## config.mk

```make
export PLATFORM = sky130hd
export DESIGN_NAME = ghost_route_seq_flat
export DESIGN_NICKNAME = d
export VERILOG_FILES = /design/src/rtl/ghost_route_pkg.sv /design/src/rtl/ghost_route_seq_if.sv /design/src/rtl/ghost_route_rom.sv /design/src/rtl/ghost_route_seq.sv /design/src/flat_wrapper.sv
export SDC_FILE = /design/constraint.sdc
export NUM_CORES = 1
export LEC_CHECK = 0
export BUFFER_PORTS_ARGS = -buffer_cell sky130_fd_sc_hd__buf_2
export CAP_MARGIN = 40
export CORE_ASPECT_RATIO = 2
export CORE_MARGIN = 2
export CORE_UTILIZATION = 54
export CTS_CLUSTER_DIAMETER = 100
export CTS_CLUSTER_SIZE = 25
export DETAILED_ROUTE_END_ITERATION = 10
export GPL_ROUTABILITY_DRIVEN = 0
export GPL_TIMING_DRIVEN = 0
export PLACE_DENSITY = 0.77
export SLEW_MARGIN = 15
export SYNTH_ARGS = -nofsm -noshare
export SYNTH_HDL_FRONTEND = slang
export SYNTH_SLANG_ARGS = --single-unit
export TNS_END_PERCENT = 1
```

## constraint.sdc

```tcl
create_clock -name frame_clk -period 4.8 [get_ports frame_clk]
set_clock_uncertainty 0.15 [all_clocks]
set_input_delay 0.72 -clock frame_clk [delete_from_list [all_inputs] [get_ports frame_clk]]
set_output_delay 0.72 -clock frame_clk [all_outputs]
set_load 0.005 [all_outputs]
```

## src/rtl/ghost_route_pkg.sv

```systemverilog
// Shared types for the ghost route sequencer: direction keycodes, route table entries,
// sequencer states and the widened absolute-difference helper used by the hit windows.
package ghost_route_pkg;

    typedef enum logic [7:0] {
        KEY_NONE = 8'h00,
        KEY_L    = 8'h04,
        KEY_R    = 8'h07,
        KEY_D    = 8'h16,
        KEY_U    = 8'h1A
    } dir_t;

    typedef struct packed {
        logic [9:0] x;
        logic [9:0] y;
        dir_t       dir;
    } waypoint_t;

    typedef enum logic [1:0] {
        IDLE = 2'd0,
        SEEK = 2'd1,
        ARM  = 2'd2
    } seq_state_t;

    // Operands are widened to 11 bits first so the difference can never wrap.
    function automatic logic [10:0] absDiff(input logic [9:0] a, input logic [9:0] b);
        logic [10:0] d;
        d = {1'b0, a} - {1'b0, b};
        return d[10] ? (~d + 11'd1) : d;
    endfunction

endpackage

```

## src/rtl/ghost_route_seq_if.sv

```systemverilog
// Bus between the route sequencer (slave side) and whoever drives ghost position and
// consumes the keycode stream (master side).
interface ghost_route_seq_if #(
    parameter int IDX_W = 5
);
    logic             run;
    logic [9:0]       ghost_x;
    logic [9:0]       ghost_y;
    logic [7:0]       keycode;
    logic             turn_pulse;
    logic [IDX_W-1:0] wp_idx;
    logic [7:0]       lap_cnt;
    logic             stalled;

    modport master (
        output run, ghost_x, ghost_y,
        input  keycode, turn_pulse, wp_idx, lap_cnt, stalled
    );

    modport slave (
        input  run, ghost_x, ghost_y,
        output keycode, turn_pulse, wp_idx, lap_cnt, stalled
    );

endinterface

```

## src/rtl/ghost_route_rom.sv

```systemverilog
// Combinational route table. ROUTE_ID 1 is the left/right mirror of route 0; any other
// ROUTE_ID selects route 0. Indices at or beyond NUM_WP read back as an empty entry.
module ghost_route_rom
    import ghost_route_pkg::*;
#(
    parameter int NUM_WP   = 28,
    parameter int IDX_W    = 5,
    parameter int ROUTE_ID = 0
) (
    input  logic [IDX_W-1:0] idx,
    output waypoint_t        wp
);

    waypoint_t w_base;

    always_comb begin
        w_base = '{10'd0, 10'd0, KEY_NONE};
        case (int'(idx))
            0:       w_base = '{10'd176, 10'd64,  KEY_D};
            1:       w_base = '{10'd176, 10'd112, KEY_R};
            2:       w_base = '{10'd240, 10'd112, KEY_D};
            3:       w_base = '{10'd240, 10'd160, KEY_L};
            4:       w_base = '{10'd192, 10'd160, KEY_D};
            5:       w_base = '{10'd192, 10'd208, KEY_R};
            6:       w_base = '{10'd288, 10'd208, KEY_U};
            7:       w_base = '{10'd288, 10'd112, KEY_R};
            8:       w_base = '{10'd336, 10'd112, KEY_U};
            9:       w_base = '{10'd336, 10'd64,  KEY_L};
            10:      w_base = '{10'd272, 10'd64,  KEY_D};
            11:      w_base = '{10'd272, 10'd160, KEY_R};
            12:      w_base = '{10'd384, 10'd160, KEY_D};
            13:      w_base = '{10'd384, 10'd256, KEY_L};
            14:      w_base = '{10'd320, 10'd256, KEY_D};
            15:      w_base = '{10'd320, 10'd304, KEY_L};
            16:      w_base = '{10'd224, 10'd304, KEY_U};
            17:      w_base = '{10'd224, 10'd256, KEY_L};
            18:      w_base = '{10'd128, 10'd256, KEY_U};
            19:      w_base = '{10'd128, 10'd208, KEY_R};
            20:      w_base = '{10'd160, 10'd208, KEY_U};
            21:      w_base = '{10'd160, 10'd160, KEY_L};
            22:      w_base = '{10'd96,  10'd160, KEY_U};
            23:      w_base = '{10'd96,  10'd112, KEY_R};
            24:      w_base = '{10'd128, 10'd112, KEY_U};
            25:      w_base = '{10'd128, 10'd64,  KEY_R};
            26:      w_base = '{10'd152, 10'd64,  KEY_R};
            27:      w_base = '{10'd176, 10'd64,  KEY_D};
            default: w_base = '{10'd0, 10'd0, KEY_NONE};
        endcase
    end

    // Mirror about x=224 for the alternate route, swapping horizontal turns.
    always_comb begin
        wp = w_base;
        if (ROUTE_ID == 1) begin
            wp.x = 10'd448 - w_base.x;
            if (w_base.dir == KEY_L) begin
                wp.dir = KEY_R;
            end else if (w_base.dir == KEY_R) begin
                wp.dir = KEY_L;
            end
        end
        if (int'(idx) >= NUM_WP) begin
            wp = '{10'd0, 10'd0, KEY_NONE};
        end
    end

endmodule

```

## src/rtl/ghost_route_seq.sv

```systemverilog
// Waypoint sequencer for one ghost: issues a one-frame keycode when the ghost reaches the
// active waypoint. Defining GHOST_STALL_WDOG_EN adds the stall watchdog that re-emits the last keycode.
module ghost_route_seq
    import ghost_route_pkg::*;
#(
    parameter int NUM_WP       = 28,
    parameter int LOOP_START   = 1,
    parameter int TOL          = 2,
    parameter int STALL_FRAMES = 8,
    parameter int IDX_W        = 5,
    parameter int ROUTE_ID     = 0
) (
    input logic              frame_clk,
    input logic              Reset,
    ghost_route_seq_if.slave bus
);

    localparam logic [1:0]       ST_IDLE  = 2'(IDLE);
    localparam logic [1:0]       ST_SEEK  = 2'(SEEK);
    localparam logic [1:0]       ST_ARM   = 2'(ARM);
    localparam logic [10:0]      TOL_W    = 11'(TOL);
    localparam logic [IDX_W-1:0] LAST_IDX = IDX_W'(NUM_WP - 1);
    localparam logic [IDX_W-1:0] LOOP_IDX = IDX_W'(LOOP_START);

    if (NUM_WP < 2 || NUM_WP > 2**IDX_W || LOOP_START >= NUM_WP ||
        STALL_FRAMES < 2 || STALL_FRAMES > 16) begin : g_paramCheck
        $error("ghost_route_seq: illegal parameter set");
    end

    logic [1:0]       r_state;
    logic [IDX_W-1:0] r_wpIdx;
    logic [7:0]       r_lapCnt;
    logic [7:0]       r_keycode;
    logic             r_turnPulse;
    logic             r_stalled;
    logic [9:0]       r_consX;
    logic [9:0]       r_consY;

    waypoint_t        w_wp;
    logic             w_hit;
    logic             w_outside;
    logic             w_active;
    logic             w_take;
    logic             w_stallFire;
    logic [7:0]       w_stallKey;

    ghost_route_rom #(
        .NUM_WP   (NUM_WP),
        .IDX_W    (IDX_W),
        .ROUTE_ID (ROUTE_ID)
    ) u_rom (
        .idx (r_wpIdx),
        .wp  (w_wp)
    );

    assign w_hit     = (absDiff(bus.ghost_x, w_wp.x) <= TOL_W) &&
                       (absDiff(bus.ghost_y, w_wp.y) <= TOL_W);
    assign w_outside = (absDiff(bus.ghost_x, r_consX) > TOL_W) ||
                       (absDiff(bus.ghost_y, r_consY) > TOL_W);
    assign w_active  = bus.run && (r_state == ST_SEEK || r_state == ST_ARM);
    assign w_take    = bus.run && (r_state == ST_SEEK) && w_hit;

`ifdef GHOST_STALL_WDOG_EN
    localparam logic [3:0] STALL_PRE  = 4'(STALL_FRAMES - 2);
    localparam logic [3:0] STALL_LAST = 4'(STALL_FRAMES - 1);

    logic [9:0] r_prevX;
    logic [9:0] r_prevY;
    logic [3:0] r_stallCnt;
    logic [7:0] r_lastKey;
    logic       w_same;

    assign w_same      = (bus.ghost_x == r_prevX) && (bus.ghost_y == r_prevY);
    assign w_stallFire = w_active && !w_take && w_same &&
                         (r_stallCnt >= STALL_PRE) && (r_lastKey != KEY_NONE);
    assign w_stallKey  = r_lastKey;

    // A fresh hit restarts the stall count; without a remembered key the count parks at its top.
    always_ff @(posedge frame_clk) begin
        if (Reset) begin
            r_prevX    <= '0;
            r_prevY    <= '0;
            r_stallCnt <= '0;
            r_lastKey  <= KEY_NONE;
        end else begin
            r_prevX <= bus.ghost_x;
            r_prevY <= bus.ghost_y;
            if (w_take) begin
                r_lastKey  <= w_wp.dir;
                r_stallCnt <= '0;
            end else if (!w_active || !w_same || w_stallFire) begin
                r_stallCnt <= '0;
            end else if (r_stallCnt != STALL_LAST) begin
                r_stallCnt <= r_stallCnt + 4'd1;
            end
        end
    end
`else
    assign w_stallFire = 1'b0;
    assign w_stallKey  = KEY_NONE;
`endif

    // run=0 takes precedence over a hit, so a dropped run never advances the route.
    always_ff @(posedge frame_clk) begin
        if (Reset) begin
            r_state     <= ST_IDLE;
            r_wpIdx     <= '0;
            r_lapCnt    <= '0;
            r_keycode   <= KEY_NONE;
            r_turnPulse <= 1'b0;
            r_stalled   <= 1'b0;
            r_consX     <= '0;
            r_consY     <= '0;
        end else begin
            r_keycode   <= KEY_NONE;
            r_turnPulse <= 1'b0;
            r_stalled   <= w_stallFire;
            case (r_state)
                ST_IDLE: begin
                    if (bus.run) begin
                        r_state <= ST_SEEK;
                    end
                end
                ST_SEEK: begin
                    if (!bus.run) begin
                        r_state <= ST_IDLE;
                    end else if (w_hit) begin
                        r_keycode   <= w_wp.dir;
                        r_turnPulse <= 1'b1;
                        r_consX     <= w_wp.x;
                        r_consY     <= w_wp.y;
                        r_state     <= ST_ARM;
                        if (r_wpIdx == LAST_IDX) begin
                            r_wpIdx <= LOOP_IDX;
                            if (r_lapCnt != 8'hFF) begin
                                r_lapCnt <= r_lapCnt + 8'd1;
                            end
                        end else begin
                            r_wpIdx <= r_wpIdx + 1'b1;
                        end
                    end
                end
                ST_ARM: begin
                    if (!bus.run) begin
                        r_state <= ST_IDLE;
                    end else if (w_outside) begin
                        r_state <= ST_SEEK;
                    end
                end
                default: r_state <= ST_IDLE;
            endcase
            if (w_stallFire) begin
                r_keycode <= w_stallKey;
            end
        end
    end

    assign bus.keycode    = r_keycode;
    assign bus.turn_pulse = r_turnPulse;
    assign bus.wp_idx     = r_wpIdx;
    assign bus.lap_cnt    = r_lapCnt;
    assign bus.stalled    = r_stalled;

endmodule
```

## src/flat_wrapper.sv

```systemverilog
// flat-port wrapper written by rule: the top's interface ports become plain ports
module ghost_route_seq_flat import ghost_route_pkg::*;
#(
    parameter int NUM_WP       = 28,
    parameter int LOOP_START   = 1,
    parameter int TOL          = 2,
    parameter int STALL_FRAMES = 8,
    parameter int IDX_W        = 5,
    parameter int ROUTE_ID     = 0
)
  (frame_clk, Reset, bus_run, bus_ghost_x, bus_ghost_y, bus_keycode, bus_turn_pulse, bus_wp_idx, bus_lap_cnt, bus_stalled);
  ghost_route_seq_if #(.IDX_W(IDX_W)) bus_i ();
  input logic frame_clk;
  input logic Reset;
  input wire logic [$bits(bus_i.run)-1:0] bus_run;
  input wire logic [$bits(bus_i.ghost_x)-1:0] bus_ghost_x;
  input wire logic [$bits(bus_i.ghost_y)-1:0] bus_ghost_y;
  output wire logic [$bits(bus_i.keycode)-1:0] bus_keycode;
  output wire logic [$bits(bus_i.turn_pulse)-1:0] bus_turn_pulse;
  output wire logic [$bits(bus_i.wp_idx)-1:0] bus_wp_idx;
  output wire logic [$bits(bus_i.lap_cnt)-1:0] bus_lap_cnt;
  output wire logic [$bits(bus_i.stalled)-1:0] bus_stalled;
  assign bus_i.run = bus_run;
  assign bus_i.ghost_x = bus_ghost_x;
  assign bus_i.ghost_y = bus_ghost_y;
  assign bus_keycode = bus_i.keycode;
  assign bus_turn_pulse = bus_i.turn_pulse;
  assign bus_wp_idx = bus_i.wp_idx;
  assign bus_lap_cnt = bus_i.lap_cnt;
  assign bus_stalled = bus_i.stalled;
  ghost_route_seq #(.NUM_WP(NUM_WP), .LOOP_START(LOOP_START), .TOL(TOL), .STALL_FRAMES(STALL_FRAMES), .IDX_W(IDX_W), .ROUTE_ID(ROUTE_ID)) u_core (.frame_clk(frame_clk), .Reset(Reset), .bus(bus_i));
endmodule
```

== Word-level counts from Yosys, hierarchy flattened ==
Memories as Yosys holds them, arrays and structs flattened. A register that Yosys moved wholly into a read port is not among the register bits.
Cells that the tools add are included.

* Bits in registers: 44
* ROM bits: 512
* Input bits: 23
* Output and inout bits: 23
* Logic and storage cells: 60
* Memories kept: 1

{| class="wikitable"
|+ Memory list
! memory !! depth !! bits a word !! read ports !! clocked after memory_dff !! write ports !! line !! RTL
|-
| (no name shown) || 32 || 16 || 1 || 1 || 0 || ghost_route_rom.sv:18 || <nowiki>case (int'(idx))</nowiki>
|}

* Add/subtract/negate cells: 10
* Magnitude comparators: 5
* Equality and inequality tests: 7
* Muxes and demuxes: 15
* Bitwise logic cells: 7
* Reduce and logical (&&, ||, !) cells: 8

{| class="wikitable"
|+ Operators by type and width
! kind !! number
|-
| adder 11 x 1 -> 11 bit, second input constant || 4
|-
| 2-to-1 mux 11 bit || 4
|-
| inverter 11 bit || 4
|-
| subtractor 10 x 10 -> 11 bit || 4
|-
| 2-to-1 mux 28 bit || 1
|-
| greater-than comparator 11 x 2 -> 1 bit, second input constant || 2
|-
| less-or-equal comparator 11 x 2 -> 1 bit, second input constant || 2
|-
| 2-to-1 mux 5 bit || 3
|-
| 2-to-1 mux 2 bit || 5
|-
| adder 8 x 1 -> 8 bit, second input constant || 1
|-
| inequality test 8 bit, second input constant || 1
|-
| inequality test 3 x 2 -> 1 bit, second input constant || 2
|-
| case mux 2 bit (3 select lines) || 1
|-
| AND reduction 3 bit || 2
|-
| adder 5 x 1 -> 5 bit, second input constant || 1
|-
| equality test 5 bit, second input constant || 1
|-
| >= comparator 5 bit, second input constant || 1
|-
| AND reduction 5 bit || 1
|-
| OR reduction 5 bit || 1
|-
| inverter 1 bit || 3
|-
| OR reduction 3 bit || 1
|-
| equality test 2 x 1 -> 1 bit, second input constant || 1
|-
| equality test 2 bit, second input constant || 1
|-
| logical NOT 2 bit || 1
|-
| 4 further kinds || 4
|}

== Logic depth before layout (Yosys ltp) ==
Gate-level depths: netlist of run 1.

* Word-level depth: 11
* Gate-level depth with buffers: 21
* Mapped depth without buffers: 20

== Hierarchy ==
Synthesis of run 1 repeated with hierarchy kept, for this count alone.

* Cells, all modules: 778
* Area, all modules: 5751.8 µm²

{| class="wikitable"
|+ By module, submodules not included
! module !! instances !! cells each !! area each (µm²)
|-
| ghost_route_seq || 1 || 678 || 5014.8
|-
| ghost_route_rom || 1 || 100 || 737.0
|}

== Least setup slack after synthesis of run 1 ==
OpenSTA, ideal clock, no wires.

* Kind: reg2reg
* Start point: register u_core.r_wpIdx[3] (netlist: u_core.bus.wp_idx[3])
* End point: register, netlist name u_core.u_rom.w_base[0]
* Library setup time: 134 ps
* Arrival time: 4938 ps
* Path slack: -422 ps
* Stages on the path, launching flop included: 19
* Buffers on the path: 2
* Clock period less this slack: 5222 ps
* Cells stage by stage: dfxtp_1 > clkbuf_1 > nand3_1 > clkbuf_1 > nand2_1 > fa_1 > a211oi_4 > o21ba_4 > o21ai_1 > a211o_1 > a2111o_1 > a211o_1 > nor3b_2 > mux2_1 > or2_2 > ha_1 > a2111o_1 > a22oi_1 > o221ai_1

* Longest elaborated chain between the ends: 11
* Elaborated cells on any way between the ends: 19
* Classes of those cells: 5 x add/sub; 3 x order compare; 1 x eq/ne; 6 x mux; 2 x bitwise; 2 x reduce/logical

{| class="wikitable"
|+ RTL lines
! element !! line !! RTL
|-
| start: declaration || ghost_route_seq.sv:31 || <nowiki>logic [IDX_W-1:0] r_wpIdx;</nowiki>
|-
| start signal: assignment || ghost_route_seq.sv:139 || <nowiki>r_wpIdx <= r_wpIdx + 1'b1;</nowiki>
|-
| >= comparator 5 bit || ghost_route_rom.sv:62 || <nowiki>if (int'(idx) >= NUM_WP) begin</nowiki>
|-
| 2-to-1 mux 28 bit || ghost_route_rom.sv:62 ||
|-
| subtractor 10 x 10 -> 11 bit || ghost_route_pkg.sv:28 || <nowiki>d = {1'b0, a} - {1'b0, b};</nowiki>
|-
| inverter 11 bit || ghost_route_pkg.sv:29 || <nowiki>return d[10] ? (~d + 11'd1) : d;</nowiki>
|-
| adder 11 x 1 -> 11 bit || ghost_route_pkg.sv:29 ||
|-
| 2-to-1 mux 11 bit || ghost_route_pkg.sv:29 ||
|-
| less-or-equal comparator 11 x 2 -> 1 bit, on equally long branches || ghost_route_seq.sv:56, ghost_route_seq.sv:57 ||
|-
| logical AND 1 bit || ghost_route_seq.sv:56 || <nowiki>assign w_hit = (absDiff(bus.ghost_x, w_wp.x) <= TOL_W) &&</nowiki>
|-
| AND reduction 3 bit (no source line) || -- ||
|-
| 2-to-1 mux 5 bit (no source line) (*) (2 in a row) || -- ||
|}

Every way passes the cells marked *; elsewhere a longest branch is shown, timed or not.
A chain may end at the register's enable or synchronous reset.

==> results.sh, run 1 <==
export IMPL_tritoncts="done"
export IMPL_crit_type="flop to flop"
export IMPL_p_leak_nw=2.223
export IMPL_critPathLaunchType="flop"
export IMPL_ioPinCount=46
export IMPL_synth_main_ff_cell="dfxtp_1"
export IMPL_finalNonFillerCells=754
export IMPL_cts_buffers=5
export IMPL_yosys_warnings=0
export IMPL_timing_rr_start="u_core.bus.wp_idx[3]"
export IMPL_hold_buffers=0
export IMPL_seqPwrFrac_pct=39.4
export IMPL_final_common_cell="nand2_1"
export IMPL_grt_pass1_wl_mm=21.43
export IMPL_die_w_um=68.50
export IMPL_finalCriticalPeriod_ns=4.900
export IMPL_drt_total_wl_mm=13.39
export IMPL_drive_above_1_share_pct=20.73
export IMPL_vias=4730
export IMPL_synth_area_leaders="dfxtp_1 21%, ha_1 11%, a21oi_1 5.2%, nand2_1 4.6%, nand3_1 3.9%"
export IMPL_hold_path_class="flop to flop"
export IMPL_synth_avg_cell_area_um2=7.720
export IMPL_maxCapViolations=0
export IMPL_dieArea_mm2=0.009111
export IMPL_vias_per_cell=6.273
export IMPL_grt_antenna_before_repair=0
export IMPL_dp_hpwl_mm=10.18
export IMPL_drtPass1Iterations=5
export IMPL_dp_cells=723
export IMPL_grt_pass1_vias=4672
export IMPL_grt_max_degree=17
export IMPL_synth_cells=582
export IMPL_power_density_mw_per_mm2=187.8
export IMPL_synthDistinctLibCells=77
export IMPL_power_frac_comb_pct=20.7
export IMPL_final_period_utilization_pct=102.1
export IMPL_yosysTopAreaCell="dfxtp_1"
export IMPL_required_ns=4.82
export IMPL_hold_violations=0
export IMPL_intPower_mw=0.7304
export IMPL_crit_start="u_core.bus.wp_idx[3]"
export IMPL_cts_path_max_buffers=2
export IMPL_placed_area_mm2=0.004900
export IMPL_initial_utilization_pct=54.97
export IMPL_worstPathMaxFanout=7
export IMPL_maxSlewViolCount=0
export IMPL_outcome="complete, but fails checks"
export IMPL_row_count=47
export IMPL_swShare_pct=27.80
export IMPL_worst_pin_slew_ns=0.6205
export IMPL_pre_cts_slack_ns=-0.5971
export IMPL_area_growth_pct=19.88
export IMPL_numClockSinks=48
export IMPL_yosys_area_top_type_share_pct=21.39
export IMPL_synth_edff_count=0
export IMPL_port_buffers=40
export IMPL_ys_ff_latch=48
export IMPL_track_usage_pct=30.51
export IMPL_max_slew_margin_pct=58.05
export IMPL_drc=0
export IMPL_async_flop_share_pct=0
export IMPL_critPathCaptureType="flop"
export IMPL_ant_nets=0
export IMPL_core_area_mm2=0.008174
export IMPL_diodes=0
export IMPL_fillCellCount=696
export IMPL_power_switching_mw=0.2812
export IMPL_final_cell_area_mm2=0.005386
export IMPL_insertion_delay_ns=0.29
export IMPL_clk_pin_slew_worst_paths_ns=0.06
export IMPL_cts_max_level=2
export IMPL_power_frac_clock_pct=39.9
export IMPL_violations="negative setup slack"
export IMPL_holdWs_ns=0.3021
export IMPL_wire_per_inst_um=17.76
export IMPL_setup_ws_ns=-0.1005
export IMPL_cts_root_buffer="clkbuf_16"
export IMPL_ys_seq_area_share_pct=21.39
export IMPL_vdd_drop_max_mv=0.3841
export IMPL_critPathArrivalTime_ns=4.92
export IMPL_nNetsFinal=722
export IMPL_initialDrtViolationCount=354
export IMPL_holdCritStartpoint="u_core.u_rom.w_base[0]"
export IMPL_grt_overflow=0
export IMPL_die_y_um=133
export IMPL_setup_viol=2
export IMPL_timing_fmax_mhz=204.1
export IMPL_layout_common_cells="55 x nand2_1, 47 x a21oi_1, 45 x dfxtp_1"
export IMPL_rsz0062_at_grt="yes"
export IMPL_syn_area_mm2=0.004493
-- timing repair --
item	CTS	global route
pin swaps	12	21
setup endpoints to repair	16	15
setup buffers	14	9
endpoints found under the hold margin	0	0
resized for setup	16	22
-- logic make-up (layout without fill, tap and decap cells) --
family	after synthesis	in the layout	synth area share (%)
XOR/XNOR	31	31	6.043
buffers and inverters	63	134	5.764
flip-flops	48	48	21.39
adder cells (fa/ha/maj)	44	44	12.92
AO/OA/AOI/OAI	153	153	24.37
other	1	4	0.08346
multiplexers	8	8	1.810
AND/OR/NAND/NOR	234	234	27.62
-- path summary, 6_finish.rpt --
kind | end | slack [ns] | cells past startpoint
setup / recovery | u_core.u_rom.w_base[0] | -0.10 | 19
hold / removal | u_core.bus.keycode[0] | 0.30 | 1
setup reg to reg | u_core.u_rom.w_base[0] | -0.10 | 19
hold reg to reg | u_core.bus.keycode[0] | 0.30 | 1
-- flip-flops by register name, summed over array words and instances (netlist names) --
register and flops:
u_core.bus.lap_cnt 8, u_core.r_state 2, u_core.bus.turn_pulse 1, u_core.bus.keycode 5, u_core.bus.wp_idx 5, u_core.u_rom.w_base 16, u_core.r_consX 6, u_core.r_consY 5
-- Yosys cell counts (7+ instances only) --
master / n
nor2b_1: 11
nand2_1: 55
nor3_1: 14
clkbuf_1: 13
nor3b_1: 9
and3_1: 9
inv_1: 37
a21o_1: 8
nand3_1: 35
dfxtp_1: 48
nor2_1: 44
a21oi_1: 47
mux2i_1: 7
ha_1: 40
and2_1: 8
xnor2_1: 18
xor2_1: 13
nand2b_1: 14
o21ai_0: 22
-- layout make-up --
class                           count  area [um^2]  share of cell area, %
Multi-Input combinational cell    474         3455                  64.13
Sequential cell                    48        964.7                  17.91
Timing Repair Buffer               63        372.9                  6.922
Inverter                           40        152.6                  2.834
Buffer                             23        147.6                  2.741
Clock buffer                        5        125.1                  2.323
Tap cell                           98        122.6                  2.276
Clock inverter                      3        46.29                 0.8595
-- critical path, cell delays in order, from the launching register on --
cell	delay (ns)
dfxtp_2	0.33
buf_8	0.13
nand3_4	0.09
and2_4	0.18
ha_4	0.13
inv_2	0.03
fa_2	0.39
a211oi_4	0.35
o21ba_4	0.21
o21ai_2	0.06
a211o_1	0.25
a2111o_1	0.33
a211o_1	0.32
nor3b_4	0.24
mux2_4	0.32
or2_4	0.30
ha_4	0.17
a2111o_1	0.46
a22oi_2	0.18
o221ai_2	0.12
-- power groups by stage --
stage | logic (mW) | clock network (mW) | registers, mW
floorplan | 0.142 | 0 | 0.408
global placement | 0.185 | 0 | 0.408
detailed placement | 0.192 | 0 | 0.408
CTS | 0.201 | 0.408 | 0.399
global route | 0.227 | 0.421 | 0.399
finish | 0.209 | 0.403 | 0.399
-- metrics by stage --
step | util [%] | setup TNS, ns | total power [mW]
finish | 65.90 | -0.1440 | 1.012
global route | 65.90 | -1.047 | 1.047
CTS | 64.21 | -0.09553 | 1.008
detailed placement | 59.94 | -5.055 | 0.6000
global placement | 59.94 | -3.987 | 0.5934
floorplan | - | 0 | 0.5499
-- per-layer routing --
metal | vias to the layer above | wire length, um | global-route usage (%)
met5 | - | 0 | 0
met4 | 0 | 1118 | 22.89
met3 | 82 | 495 | 3.061
met2 | 205 | 7177 | 54.01
met1 | 2206 | 4600 | 30.53
li1 | 2237 | - | -
(Power assumes the default switching activity.)
==> run 2, diff against run 1 <==
Settings changed: REMOVE_ABC_BUFFERS set to 1.
==> run 2 against run 1 <==
The flow now finishes without violations; register-to-register slack improved by 0.16 ns; combinational power barely moved; via count fell by 1.3%; clock power rose by 9.4%; sequential cell count did not move; worst setup slack improved by 0.16 ns; critical path depth rose by 1; non-clock buffer count fell by 19; highest routed layer unchanged.
==> results.sh, run 2 (synthesis gave the netlist of run 1 again) <==
export IMPL_holdPathStages=1
export IMPL_maxSlewViolCount=0
export IMPL_final_common_cell="nand2_1"
export IMPL_fillCellCount=728
export IMPL_drc=0
export IMPL_critPathArrivalTime_ns=4.80
export IMPL_grt_pass1_wl_mm=21.25
export IMPL_largest_reg_flops=16
export IMPL_holdCritStartpoint="u_core.u_rom.w_base[1]"
export IMPL_nNetsFinal=704
export IMPL_ioPinCount=46
export IMPL_insertion_delay_ns=0.29
export IMPL_critPathCaptureType="flop"
export IMPL_timing_fmax_mhz=211.0
export IMPL_r2r_end="u_core.u_rom.w_base[12]"
export IMPL_numClockSinks=48
export IMPL_required_ns=4.86
export IMPL_intPower_mw=0.7758
export IMPL_vdd_drop_max_mv=0.2245
export IMPL_rr_worst_depth=20
export IMPL_clk_pin_slew_worst_paths_ns=0.06
export IMPL_dp_hpwl_mm=9.432
export IMPL_drive_above_1_share_pct=22.29
export IMPL_dieArea_mm2=0.009111
export IMPL_cts_path_max_buffers=2
export IMPL_die_w_um=68.50
export IMPL_outcome="complete, no violations"
export IMPL_vias_per_cell=6.351
export IMPL_vias=4668
export IMPL_power_frac_clock_pct=42.1
export IMPL_r2r_slack_ns=0.06
export IMPL_diodes=0
export IMPL_worst_pin_slew_ns=0.6814
export IMPL_crit_start="u_core.bus.wp_idx[2]"
export IMPL_ant_nets=0
export IMPL_cts_buffers=5
export IMPL_grt_max_degree=35
export IMPL_core_area_mm2=0.008174
export IMPL_initial_utilization_pct=54.97
export IMPL_grt_pass1_vias=4755
export IMPL_timing_rr_start="u_core.bus.wp_idx[2]"
export IMPL_wire_per_inst_um=17.97
export IMPL_min_to="u_core.bus.keycode[1]"
export IMPL_hold_buffers=0
export IMPL_die_y_um=133
export IMPL_power_density_mw_per_mm2=195.4
export IMPL_max_slew_margin_pct=54.57
export IMPL_hold_violations=0
export IMPL_cts_max_level=2
export IMPL_cts_root_buffer="clkbuf_16"
export IMPL_maxCapViolations=0
export IMPL_finalCriticalPeriod_ns=4.739
export IMPL_swShare_pct=25.89
export IMPL_crit_type="flop to flop"
export IMPL_track_usage_pct=30.08
export IMPL_drt_total_wl_mm=13.21
export IMPL_row_count=47
export IMPL_initialDrtViolationCount=265
export IMPL_p_leak_nw=2.177
export IMPL_power_frac_comb_pct=20.0
export IMPL_worstPathMaxFanout=5
export IMPL_area_growth_pct=19.24
export IMPL_port_buffers=41
export IMPL_drtPass1Iterations=5
export IMPL_hold_path_class="flop to flop"
export IMPL_postLayoutCoreUtil_pct=65.54
export IMPL_placed_area_mm2=0.004757
export IMPL_final_cell_area_mm2=0.005358
export IMPL_layout_common_cells="55 x nand2_1, 45 x dfxtp_1, 44 x nor2_1, 44 x a21oi_1, 41 x buf_2"
export IMPL_tritoncts="done"
export IMPL_final_period_utilization_pct=98.72
export IMPL_grt_antenna_before_repair=0
export IMPL_seqPwrFrac_pct=37.9
export IMPL_setup_viol=0
export IMPL_rsz0062_at_grt="yes"
export IMPL_grt_overflow=0
export IMPL_critPathLaunchType="flop"
export IMPL_power_switching_mw=0.2711
run 2: cell types whose count changed in the layout (fill, tap and decap cells not counted), moves of 3 or more:
cell / change
ha_1: -3
clkbuf_1: -9
a21oi_2: +3
dfxtp_2: -3
buf_4: -5
a21oi_1: -3
dfxtp_4: +3
ha_2: +4
run 2: power groups by stage:
stage / combinational [mW] / sequential, mW / clock, mW
final: 0.209 / 0.397 / 0.441
after global routing: 0.228 / 0.397 / 0.462
after CTS: 0.193 / 0.397 / 0.451
after detailed placement: 0.187 / 0.408 / 0
after global placement: 0.181 / 0.408 / 0
after floorplan: 0.133 / 0.408 / 0
run 2: per-stage QoR:
step           power, mW  hold slack, ns  cells  worst slack, ns   TNS [ns]
3_3_place_gp      0.5884          0.2878    701           -1.743     -35.95
4_1_cts            1.041          0.3003    728        -0.007597  -0.007597
5_1_grt            1.087          0.3170    735         -0.03948    -0.1470
2_1_floorplan     0.5408          0.2758    562          -0.8538     -8.421
6_report           1.047          0.2985    735          0.06123          0
3_5_place_dp      0.5945          0.2844    704           -1.575     -29.60
run 2: worst max path at each step:
| stage | to | depth (start not counted) |
|---|---|---|
| after CTS | u_core.u_rom.w_base[0] | 19 |
| after global placement | u_core.u_rom.w_base[0] | 18 |
| after floorplan | u_core.u_rom.w_base[0] | 18 |
| after detailed placement | u_core.u_rom.w_base[0] | 19 |
| final | u_core.u_rom.w_base[12] | 20 |
| after global routing | u_core.u_rom.w_base[12] | 20 |
run 2: routing by layer:
metal | vias to the layer above | part of all wire [%] | track usage, %
li1 | 2206 | - | -
met1 | 2216 | 33 | 28.26
met2 | 174 | 56 | 56.09
met3 | 72 | 3.4 | 3.741
met4 | 0 | 7.0 | 19.56
met5 | - | 0 | 0
run 2: worst max-delay path, cell delays in order, from the launching register on:
cell      delay (ns)
dfxtp_4         0.35
nand3_4         0.11
and2_4          0.17
ha_4            0.14
inv_2           0.04
fa_2            0.38
a211oi_4        0.33
o21ba_4         0.23
o21ai_2         0.06
a211o_1         0.25
a2111o_1        0.30
a211o_1         0.33
nor3b_4         0.21
buf_6           0.14
mux2_4          0.30
or2_4           0.27
buf_6           0.13
ha_4            0.28
nand2_1         0.06
a311o_1         0.32
o211ai_1        0.10
run 2: area by class of cell:
type	count	area, um^2	area share, %
multi-input cells	475	3510	65.51
flip-flops and latches	48	972.2	18.15
repair buffers	67	415.4	7.753
inverters	40	152.6	2.849
clock buffers	5	125.1	2.335
well taps	98	122.6	2.289
clock inverters	2	60.06	1.121
run 2: repair_timing:
action / 4_1_cts / 5_1_grt
resized for setup: 30 / 30
endpoints found under the setup margin: 46 / 14
cloned: 1 / 0
pin swaps: 19 / 17
buffers inserted: 16 / 7
